`src/rtl/sram_access_ctrl.sv`:
```
// Burst initiator for one single-port synchronous SRAM: valid/ready commands and write beats in, read beats out.
// Read beat valid 3 cycles after the command; a stalled read beat (rd_ready low) parks the SRAM with mem_cs low.
module sram_access_ctrl #(
  parameter int ADDR  = 8,
  parameter int DATA  = 8,
  parameter int DEPTH = 8,
  parameter int LENW  = 2
) (
  input  logic            clk,
  input  logic            resetn,
  input  logic            req_valid,
  output logic            req_ready,
  input  logic            req_write,
  input  logic [ADDR-1:0] req_addr,
  input  logic [LENW-1:0] req_len,
  input  logic            wr_valid,
  output logic            wr_ready,
  input  logic [DATA-1:0] wr_data,
  output logic            rd_valid,
  input  logic            rd_ready,
  output logic [DATA-1:0] rd_data,
  output logic            rd_last,
  output logic            done,
  output logic            err,
  output logic            mem_cs,
  output logic            mem_rd,
  output logic [ADDR-1:0] mem_addr,
  output logic [DATA-1:0] mem_wdata,
  input  logic [DATA-1:0] mem_rdata
);

  typedef enum logic [2:0] {IDLE, WR, RD_ISSUE, RD_WAIT, RD_RESP, DONE} state_t;

  localparam logic [ADDR:0]   DEPTH_X   = (ADDR+1)'(DEPTH);
  localparam logic [ADDR-1:0] LAST_ADDR = ADDR'(DEPTH - 1);

  state_t          state, state_d;
  logic [ADDR-1:0] cur_addr, cur_addr_d, next_addr;
  logic [LENW-1:0] beats_left, beats_d;
  logic            mem_cs_d, mem_rd_d;
  logic [ADDR-1:0] mem_addr_d;
  logic [DATA-1:0] mem_wdata_d, rd_data_d;
  logic            rd_valid_d, rd_last_d, done_d, err_d;
  logic            addr_bad;

  assign req_ready = (state == IDLE);
  assign wr_ready  = (state == WR);
  assign addr_bad  = ({1'b0, req_addr} >= DEPTH_X);
  // Wrap at the real memory size, not at the address width.
  assign next_addr = (cur_addr == LAST_ADDR) ? '0 : cur_addr + 1'b1;

  always_comb begin
    state_d     = state;
    cur_addr_d  = cur_addr;
    beats_d     = beats_left;
    mem_cs_d    = 1'b0;
    mem_rd_d    = 1'b1;
    mem_addr_d  = mem_addr;
    mem_wdata_d = mem_wdata;
    rd_valid_d  = rd_valid;
    rd_data_d   = rd_data;
    rd_last_d   = rd_last;
    done_d      = 1'b0;
    err_d       = 1'b0;
    case (state)
      IDLE: begin
        if (req_valid) begin
          cur_addr_d = req_addr;
          beats_d    = req_len;
          if (addr_bad) begin
            state_d = DONE;
            done_d  = 1'b1;
            err_d   = 1'b1;
          end else if (req_write) begin
            state_d = WR;
          end else begin
            state_d    = RD_ISSUE;
            mem_cs_d   = 1'b1;
            mem_addr_d = req_addr;
          end
        end
      end
      WR: begin
        if (wr_valid) begin
          mem_cs_d    = 1'b1;
          mem_rd_d    = 1'b0;
          mem_addr_d  = cur_addr;
          mem_wdata_d = wr_data;
          cur_addr_d  = next_addr;
          beats_d     = beats_left - 1'b1;
          if (beats_left == '0) begin
            state_d = DONE;
            done_d  = 1'b1;
          end
        end
      end
      RD_ISSUE: state_d = RD_WAIT;
      RD_WAIT: begin
        rd_data_d  = mem_rdata;
        rd_valid_d = 1'b1;
        rd_last_d  = (beats_left == '0);
        state_d    = RD_RESP;
      end
      RD_RESP: begin
        // The next read is only issued once the pending beat is consumed.
        if (rd_ready) begin
          rd_valid_d = 1'b0;
          rd_last_d  = 1'b0;
          if (rd_last) begin
            state_d = DONE;
            done_d  = 1'b1;
          end else begin
            state_d    = RD_ISSUE;
            mem_cs_d   = 1'b1;
            mem_addr_d = next_addr;
            cur_addr_d = next_addr;
            beats_d    = beats_left - 1'b1;
          end
        end
      end
      DONE:    state_d = IDLE;
      default: state_d = IDLE;
    endcase
  end

  always_ff @(posedge clk or negedge resetn) begin
    if (!resetn) begin
      state      <= IDLE;
      cur_addr   <= '0;
      beats_left <= '0;
      mem_cs     <= 1'b0;
      mem_rd     <= 1'b1;
      mem_addr   <= '0;
      mem_wdata  <= '0;
      rd_valid   <= 1'b0;
      rd_data    <= '0;
      rd_last    <= 1'b0;
      done       <= 1'b0;
      err        <= 1'b0;
    end else begin
      state      <= state_d;
      cur_addr   <= cur_addr_d;
      beats_left <= beats_d;
      mem_cs     <= mem_cs_d;
      mem_rd     <= mem_rd_d;
      mem_addr   <= mem_addr_d;
      mem_wdata  <= mem_wdata_d;
      rd_valid   <= rd_valid_d;
      rd_data    <= rd_data_d;
      rd_last    <= rd_last_d;
      done       <= done_d;
      err        <= err_d;
    end
  end

endmodule

```
`config.mk`:
```
export PLATFORM = sky130hd
export DESIGN_NAME = sram_access_ctrl
export DESIGN_NICKNAME = d
export VERILOG_FILES = /design/src/rtl/sram_access_ctrl.sv
export SDC_FILE = /design/constraint.sdc
export NUM_CORES = 1
export LEC_CHECK = 0
export CAP_MARGIN = 20
export CORE_MARGIN = 4
export CORE_UTILIZATION = 45
export DETAILED_ROUTE_END_ITERATION = 6
export PLACE_DENSITY = 0.83
export SLEW_MARGIN = 40
export SYNTH_ARGS = -nofsm -noshare
export SYNTH_HDL_FRONTEND = slang
export SYNTH_SLANG_ARGS = --single-unit
```
`constraint.sdc`:
```
create_clock -name clk -period 2.2 [get_ports clk]
set_input_delay 0.22 -clock clk [delete_from_list [all_inputs] [get_ports clk]]
set_output_delay 0.22 -clock clk [all_outputs]
set_load 0.005 [all_outputs]
```
==> impl_metrics.ini, run 1 <==
[run_status]
status = completed

[synth]
synth_fa_ha_area_share_pct = 1.02
synth_edf_count = 0
synthCells = 242
synth_seq_cells = 43
yosysSeqAreaShare_pct = 43.8
yosys.area.top_type = dfrtp_1
synthDominantCellAreaShare_pct = 42.7
synth_xor_area_share_pct = 1.42
synth.avg_cell_area_um2 = 10.2
async_flop_share_pct = 100
muxShareOfSynthArea_pct = 11.0
synth-compound-area-share_pct = 19.9
netlist_area_mm2 = 0.00246
synth_flop_cell = dfrtp_1
ys_warn_count = 0
yosys.area_share.simple_pct = 15.9
synthDistinctLibCells = 63
synth_top_family_by_area = compound AO/OA/AOI/OAI gates
syn_nets = 276
synth.most_common_cell = dfrtp_1
synth_common_cells = dfrtp_1, mux2_2, inv_1, o21ai_0
synthTopCellsByArea = dfrtp_1, mux2_2, o21ai_0

[placed_design]
place.gp.congestion = 0.945
io_buffers = 63
pre_cts_ws_ns = 0.000433
hpwl_mm = 4.59
placed_area_mm2 = 0.00325

[timing]
drv_slew = 0
rsz0062_at_grt = false
tightest_slew_ns = 0.468
fin_worst_skew_ns = 0.00791
fmax_ghz = 0.481
fin_tns_setup_ns = 0
layout_setup_ws_ns = 0.119
period_minus_slack_ns = 2.08
finalHoldViolCount = 0
fin_crit_sh_pct = 94.6
setup_viol = 0
max_slew_margin_pct = 68.8

[detailed_routing]
vias_per_cell = 5.86
drtPass1Iterations = 7
dr_total_vias = 2269
totalWireLength_mm = 6.34
ant_nets = 0
remaining_drc_errors = 0
first_iter_violations = 323
wl_per_cell_um = 16.4

[global_routing]
grt_pass1_vias = 2144
grt_antenna_before_repair = 0
grt_max_degree = 44
track_usage_pct = 19.9
grt.overflow.total = 0
grt_pass1_wl_mm = 10.3

[floorplanning]
initial_core_util_pct = 47.3
rows = 26
core_area_mm2 = 0.00520
die_width_um = 82.0
fp.dieH_um = 82.0
dieArea_mm2 = 0.00672
top_level_ports = 64

[critical_path]
endpoint_kind = register
cp.required_ns = 2.38
path_max_fanout = 6
start_kind = register
worstPathArrival_ns = 2.26
critical_path_class = register to register

[cells_and_area]
final_util_pct = 64.4
drive_gt1_share_pct = 19.2
fin_area_mm2 = 0.00335
fin_nets = 350
syn_to_final_growth_pct = 36.1
antenna_cells = 0

[cts]
clk_pin_slew_ns = 0.08
cts_tree = yes
numCtsBuffers = 5
clk-insertion-delay-late_ns = 0.30
clock-root-buffer = clkbuf_8
h-tree-depth = 2
clock_path_buffers = 2
cts_sinks = 43

[pwr]
vdd_drop_max_uv = 710
power_density_mw_per_mm2 = 1450
leakage_nw = 1.39

[worst_hold_path]
hold_class = input port to asynchronous set/reset pin

[run]
drv_cap = 0
## placed cells by master, fill, tap and decap left out, types with 3 or more instances in the layout
cell / Yosys / routed
a211oi_1: 4 / 4
a21oi_1: 10 / 10
a31oi_1: 4 / 4
buf_4: 2 / 20
clkbuf_8: 0 / 5
clkdlybuf4s50_1: 0 / 62
dfrtp_1: 42 / 42
inv_1: 16 / 16
mux2_2: 17 / 17
mux2i_1: 5 / 5
nand2_1: 8 / 8
nand2b_1: 4 / 3
nand3_1: 5 / 5
nand3b_1: 3 / 3
nor2_1: 10 / 10
nor3_1: 5 / 5
nor3b_1: 5 / 5
nor4_1: 4 / 4
o21ai_0: 12 / 12
o22ai_1: 8 / 8
o31ai_1: 3 / 3
or2_2: 3 / 3
or3_1: 3 / 3
xnor2_1: 3 / 3
## metrics by stage
stage / cells / power [mW] / hold WS (ns)
after global placement: 378 / 4.25 / 0.210
after CTS: 387 / 4.86 / 0.429
after detailed placement: 378 / 4.35 / 0.215
after floorplan: 242 / 3.18 / -0.0756
final: 387 / 4.86 / 0.411
after global routing: 387 / 5.22 / 0.456
## final timing paths
| path | startpoint | end | slack (ns) | depth (start not counted) |
|---|---|---|---|---|
| worst max-delay path | cur_addr[0] | mem_addr[1] | 0.12 | 5 |
| worst min-delay path | resetn | cur_addr[2] | 0.41 | 3 |
| worst max register to register | cur_addr[0] | mem_addr[1] | 0.12 | 5 |
| worst min register to register | rd_valid | rd_valid | 0.48 | 2 |
| max in group asynchronous | resetn | mem_rd | 1.51 | 3 |
| min in group clk | rd_valid | rd_valid | 0.48 | 2 |
## critical path, cell delays in order (launching register included)
cell	delay, ns
dfrtp_1	0.44
ha_1	0.29
nand2_1	0.12
o41a_1	0.45
a221o_1	0.41
mux2_4	0.26
## kinds of logic after synthesis
group | count (synthesis)
DFF | 43
muxes | 24
AOI/OAI and AO/OA | 69
buffers and inverters | 35
adders and majority gates | 2
and+or+nand+nor | 65
xor gates and xnor gates | 4
## repair_timing
action                                  CTS  global route
hold buffers                              1             0
buffers inserted                          0             0
endpoints found under the hold margin    42             0
gates resized for setup                   0             1
endpoints found under the setup margin    0             1
## flip-flops by register name (all words and copies together), names as in the netlist
signal and count:
mem_addr 8, err 1, rd_last 1, done 1, beats_left 2, cur_addr 8
state 3, mem_cs 1, rd_data 8, mem_rd 1, rd_valid 1, mem_wdata 8
## power breakdown
group,switching (mW),internal [mW]
combinational,1.36,1.57
sequential,0.252,1.19
clock,0.267,0.222
## area by class of cell
| class | count | area (um^2) |
|---|---|---|
| fill | 452 | 1850 |
| inverter | 16 | 60.1 |
| timing repair buffer | 86 | 826 |
| clock inverter | 2 | 12.5 |
| clock buffer | 6 | 72.6 |
| sequential | 43 | 1080 |
| multi-input combinational | 164 | 1210 |
| tap | 70 | 87.6 |
## routing by layer
layer	vias to the layer above	global-route usage, %	part of all wire [%]
met4	0	7.14	2.3
met2	124	31.8	48
met1	1075	26.1	42
li1	1053	-	-
met3	17	5.15	8.2
met5	-	0	0
Power figures use the tool's default switching activity.
==> run 2: changes to the inputs <==
- CORE_UTILIZATION: 45 -> 49
- PLACE_DENSITY: 0.83 -> 0.88
==> run 2 against run 1 <==
Against the previous run: final cell count is 0.78% lower; combinational power hardly changed; register-to-register slack worse by 0.02 ns; global-route usage is 1.0 points higher; via count is 2.8% lower; hold slack better by 0.056 ns; routed wire length is 2.6% lower; sequential cell count stayed put.
==> impl_metrics.ini, run 2 (synthesis results as in run 1) <==
[critical_path]
critPathMaxStageDelay_ns = 0.46
start_kind = register
critical_path_class = register to register
crit_chain = ha_1 -> nand2_1 -> o41a_1 -> a221o_1 -> mux2_4
worstPathArrival_ns = 2.29
cp.required_ns = 2.39
endpoint_kind = register
path_max_fanout = 6
slowest_stage = o41a_1

[timing]
fin_worst_skew_ns = 0.00880
tightest_slew_ns = 0.544
setup_viol = 0
rsz0062_at_grt = false
fmax_ghz = 0.477
drv_slew = 0
finalHoldViolCount = 0
fin_tns_setup_ns = 0
holdWs_ns = 0.467
max_slew_margin_pct = 63.7
fin_crit_sh_pct = 95.3
period_minus_slack_ns = 2.10

[detailed_routing]
wl_per_cell_um = 16.1
remaining_drc_errors = 0
ant_nets = 0
first_iter_violations = 198
vias_per_cell = 5.74
drtPass1Iterations = 4
dr_total_vias = 2205
totalWireLength_mm = 6.18

[cells_and_area]
drive_gt1_share_pct = 19.9
syn_to_final_growth_pct = 35.6
fill_cells = 387
layout_commonest_cell = clkdlybuf4s50_1
regArea_mm2 = 0.00108
antenna_cells = 0
mostFrequentLayoutCells = clkdlybuf4s50_1, dfrtp_1, buf_4
multi_input_area_mm2 = 0.00122
fin_area_mm2 = 0.00334
fin_nets = 350

[cts]
clk-insertion-delay-late_ns = 0.30
cts_tree = yes
clock-root-buffer = clkbuf_8
h-tree-depth = 2
cts_sinks = 43
numCtsBuffers = 5
clk_pin_slew_ns = 0.09
clock_path_buffers = 2

[floorplanning]
core_area_mm2 = 0.00479
initial_core_util_pct = 51.4
rows = 25
fp.dieH_um = 78.9
top_level_ports = 64
die_width_um = 78.9
dieArea_mm2 = 0.00622

[worst_hold_path]
hold_class = input port to register

[pwr]
leakage_nw = 1.39
fin_total_pwr_mw = 4.87
power_density_mw_per_mm2 = 1460
vdd_drop_max_uv = 663

[placed_design]
hpwl_mm = 4.46
place.gp.congestion = 1.01
io_buffers = 63
placed_area_mm2 = 0.00324

[global_routing]
grt_pass1_wl_mm = 10.4
track_usage_pct = 21.0
grt.overflow.total = 0
grt_pass1_vias = 2157
grt_antenna_before_repair = 0
grt_max_degree = 44

[run]
drv_cap = 0

[run_status]
status = completed
-- run 2: cell types whose count changed in the layout (fill, tap and decap cells not counted) --
cell	change
buf_12	-1
buf_4	+1
dfrtp_1	-1
dfrtp_2	+1
nor2_1	-1
nor2_2	+1
-- run 2: through the flow --
step | setup slack (ns) | utilization [%] | std cells
finish | 0.103 | 69.8 | 384
global route | 0.00245 | 69.8 | 384
CTS | 0.0477 | 69.6 | 384
detailed placement | -0.00651 | 67.6 | 375
global placement | 0.0527 | 67.6 | 375
floorplan | 0.246 | - | 242
-- run 2: where the power goes --
part           total (mW)  internal [mW]  switching, mW
combinational        2.91           1.57           1.34
clock               0.502          0.222          0.280
sequential           1.46           1.19          0.269
total                4.87           2.98           1.89
-- run 2: layout make-up --
| class | instances | area share, % |
|---|---|---|
| Multi-Input combinational cell | 164 | 36.5 |
| Sequential cell | 43 | 32.3 |
| Timing Repair Buffer | 86 | 24.4 |
| Tap cell | 67 | 2.51 |
| Clock buffer | 6 | 2.17 |
| Inverter | 16 | 1.80 |
| Clock inverter | 2 | 0.375 |
-- run 2: path summary, 6_finish.rpt --
kind	start	cells past startpoint	slack, ns	endpoint
worst max-delay path	cur_addr[0]	5	0.10	mem_addr[0]
worst min-delay path	req_len[0]	3	0.47	beats_left[0]
worst max register to register	cur_addr[0]	5	0.10	mem_addr[0]
worst min register to register	rd_valid	2	0.50	rd_valid
max in group asynchronous	resetn	3	1.29	state[0]
min in group asynchronous	resetn	3	0.51	cur_addr[2]
-- run 2: worst max-delay path: cells and delay by family (launching register included) --
kind / cells / cell delay (ns)
AOI/OAI and AO/OA: 2 / 0.87
DFF: 1 / 0.43
adders and majority gates: 1 / 0.28
muxes: 1 / 0.26
and+or+nand+nor: 1 / 0.14
-- run 2: what timing repair did --
action	CTS	global route
buffers inserted	0	0
hold endpoints to repair	5	0
resized for setup	0	3
hold buffers	1	0
setup endpoints to repair	0	2
-- run 2: metal layers --
layer	part of all wire [%]	vias to the layer above	global-route usage, %
li1	-	1052	-
met1	41	1033	29.3
met2	49	105	31.9
met3	8.0	15	3.51
met4	2.2	0	9.79
met5	0	-	0
==> run 3: changes to the inputs <==
- REMOVE_ABC_BUFFERS: not set -> 1
==> run 3 against run 2 <==
Against the previous run: power grew 2.3%; first-iteration DRC count increased by 9.1%; non-clock buffer count unchanged; clock skew shrank 0.0042 ns; highest routed layer unchanged; clock-buffer cell count up 1; register-to-register slack gained 0.03 ns; critical path depth shrank 1; hold slack worse by 0.046 ns; die area did not move.
==> impl_metrics.ini, run 3 (synthesis results as in run 1) <==
[run_status]
status = completed

[critical_path]
start_kind = register
path_max_fanout = 22
crit_buf_inv = 2
endpoint_kind = primary output
reg2reg_from = cur_addr[1]
slowest_stage = clkdlybuf4s50_1
cp.required_ns = 1.98
r2r_cells = 5
rrSetupSlack_ns = 0.13
worstPathArrival_ns = 1.91
crit_family = buffers and inverters
critPathMaxStageDelay_ns = 0.51
reg2reg_to = mem_addr[0]
crit_chain = buf_12 -> or2_2 -> nor2_2 -> clkdlybuf4s50_1
critical_path_class = register to primary output

[pwr]
swShare_pct = 37.4
power.switching_mw = 1.86
internal_power_mw = 3.12
clkPwrFrac_pct = 12.1
leakage_nw = 1.40
seqPwrFrac_pct = 29.3
power_frac_comb_pct = 58.6
power_density_mw_per_mm2 = 1480
fin_total_pwr_mw = 4.98
vdd_drop_max_uv = 975

[timing]
rsz0062_at_grt = false
layout_setup_ws_ns = 0.0716
max_slew_margin_pct = 66.7
drv_slew = 0
tightest_slew_ns = 0.500
finalHoldViolCount = 0
fin_tns_setup_ns = 0
setup_viol = 0
fmax_ghz = 0.470
fin_worst_skew_ns = 0.00463
period_minus_slack_ns = 2.13
fin_crit_sh_pct = 96.7

[floorplanning]
top_level_ports = 64
initial_core_util_pct = 51.4
dieArea_mm2 = 0.00622
die_width_um = 78.9
fp.dieH_um = 78.9
rows = 25
core_area_mm2 = 0.00479

[detailed_routing]
dr_total_vias = 2230
drtPass1Iterations = 5
totalWireLength_mm = 6.26
ant_nets = 0
wl_per_cell_um = 16.3
vias_per_cell = 5.81
first_iter_violations = 216
remaining_drc_errors = 0

[run]
drv_cap = 0

[cells_and_area]
mostFrequentLayoutCells = clkdlybuf4s50_1, dfrtp_1, buf_4
syn_to_final_growth_pct = 37.0
fin_nets = 350
antenna_cells = 0
fin_area_mm2 = 0.00337
drive_gt1_share_pct = 19.6
fin_cells = 384
layout_commonest_cell = clkdlybuf4s50_1

[global_routing]
grt.overflow.total = 0
grt_antenna_before_repair = 0
grt_max_degree = 25
track_usage_pct = 21.1
grt_pass1_vias = 2035
grt_pass1_wl_mm = 10.3

[cts]
clk_pin_slew_ns = 0.08
numCtsBuffers = 5
clock_path_buffers = 2
cts_tree = yes
cts_sinks = 43
clk-insertion-delay-late_ns = 0.30
clock-root-buffer = clkbuf_8
cts_setup_buffers = 0
h-tree-depth = 2

[placed_design]
place.gp.congestion = 0.938
place_inst = 375
placed_area_mm2 = 0.00325
hpwl_mm = 4.75
io_buffers = 63
pre_cts_ws_ns = -0.0219

[worst_hold_path]
hold_class = input port to asynchronous set/reset pin
run 3: cell types whose count changed in the layout (fill, tap and decap cells not counted), sizes merged:
cell	before	now
clkinv	1	0
bufinv	0	1
clkbuf	6	7
clkinvlp	1	0
run 3: cell type report:
class / instances / area [um^2]
clock inverter: 1 / 30.0
inverter: 16 / 60.1
fill: 355 / 1410
clock buffer: 7 / 76.3
tap: 67 / 83.8
sequential: 43 / 1080
multi-input combinational: 164 / 1220
timing repair buffer: 86 / 826
run 3: how the worst max path moves through the flow:
stage / to / slack, ns / startpoint / cells past startpoint
after floorplan: mem_wdata[0] / -0.19 / state[0] / 3
after global placement: mem_addr[2] / 0.01 / req_addr[6] / 5
after detailed placement: mem_addr[2] / -0.02 / req_addr[6] / 5
after CTS: req_ready / 0.01 / state[1] / 4
after global routing: req_ready / 0.008 / state[1] / 4
final: req_ready / 0.07 / state[1] / 4
run 3: per-layer routing:
layer  up-vias  track usage (%)  wire length (um)
li1       1052                -                 -
met1      1066             30.4              2790
met2       104             32.5              2920
met3         8             3.97               467
met4         0             5.84                79
met5         -                0                 0
run 3: metrics by stage:
stage	utilization, %	hold WS, ns
after floorplan	-	-0.0756
after global placement	67.9	0.212
after detailed placement	67.9	0.215
after CTS	70.3	0.441
after global routing	70.5	0.468
final	70.5	0.421
run 3: what timing repair did:
action	in CTS	in global routing
setup endpoints to repair	0	2
hold buffers	1	0
endpoints found under the hold margin	21	0
gates resized for setup	0	3
run 3: power by group through the flow:
stage / registers, mW / logic [mW] / clock network (mW)
floorplan: 1.58 / 1.45 / 0
global placement: 1.45 / 2.83 / 0
detailed placement: 1.47 / 2.89 / 0
CTS: 1.46 / 2.91 / 0.609
global route: 1.52 / 3.20 / 0.641
finish: 1.46 / 2.92 / 0.602
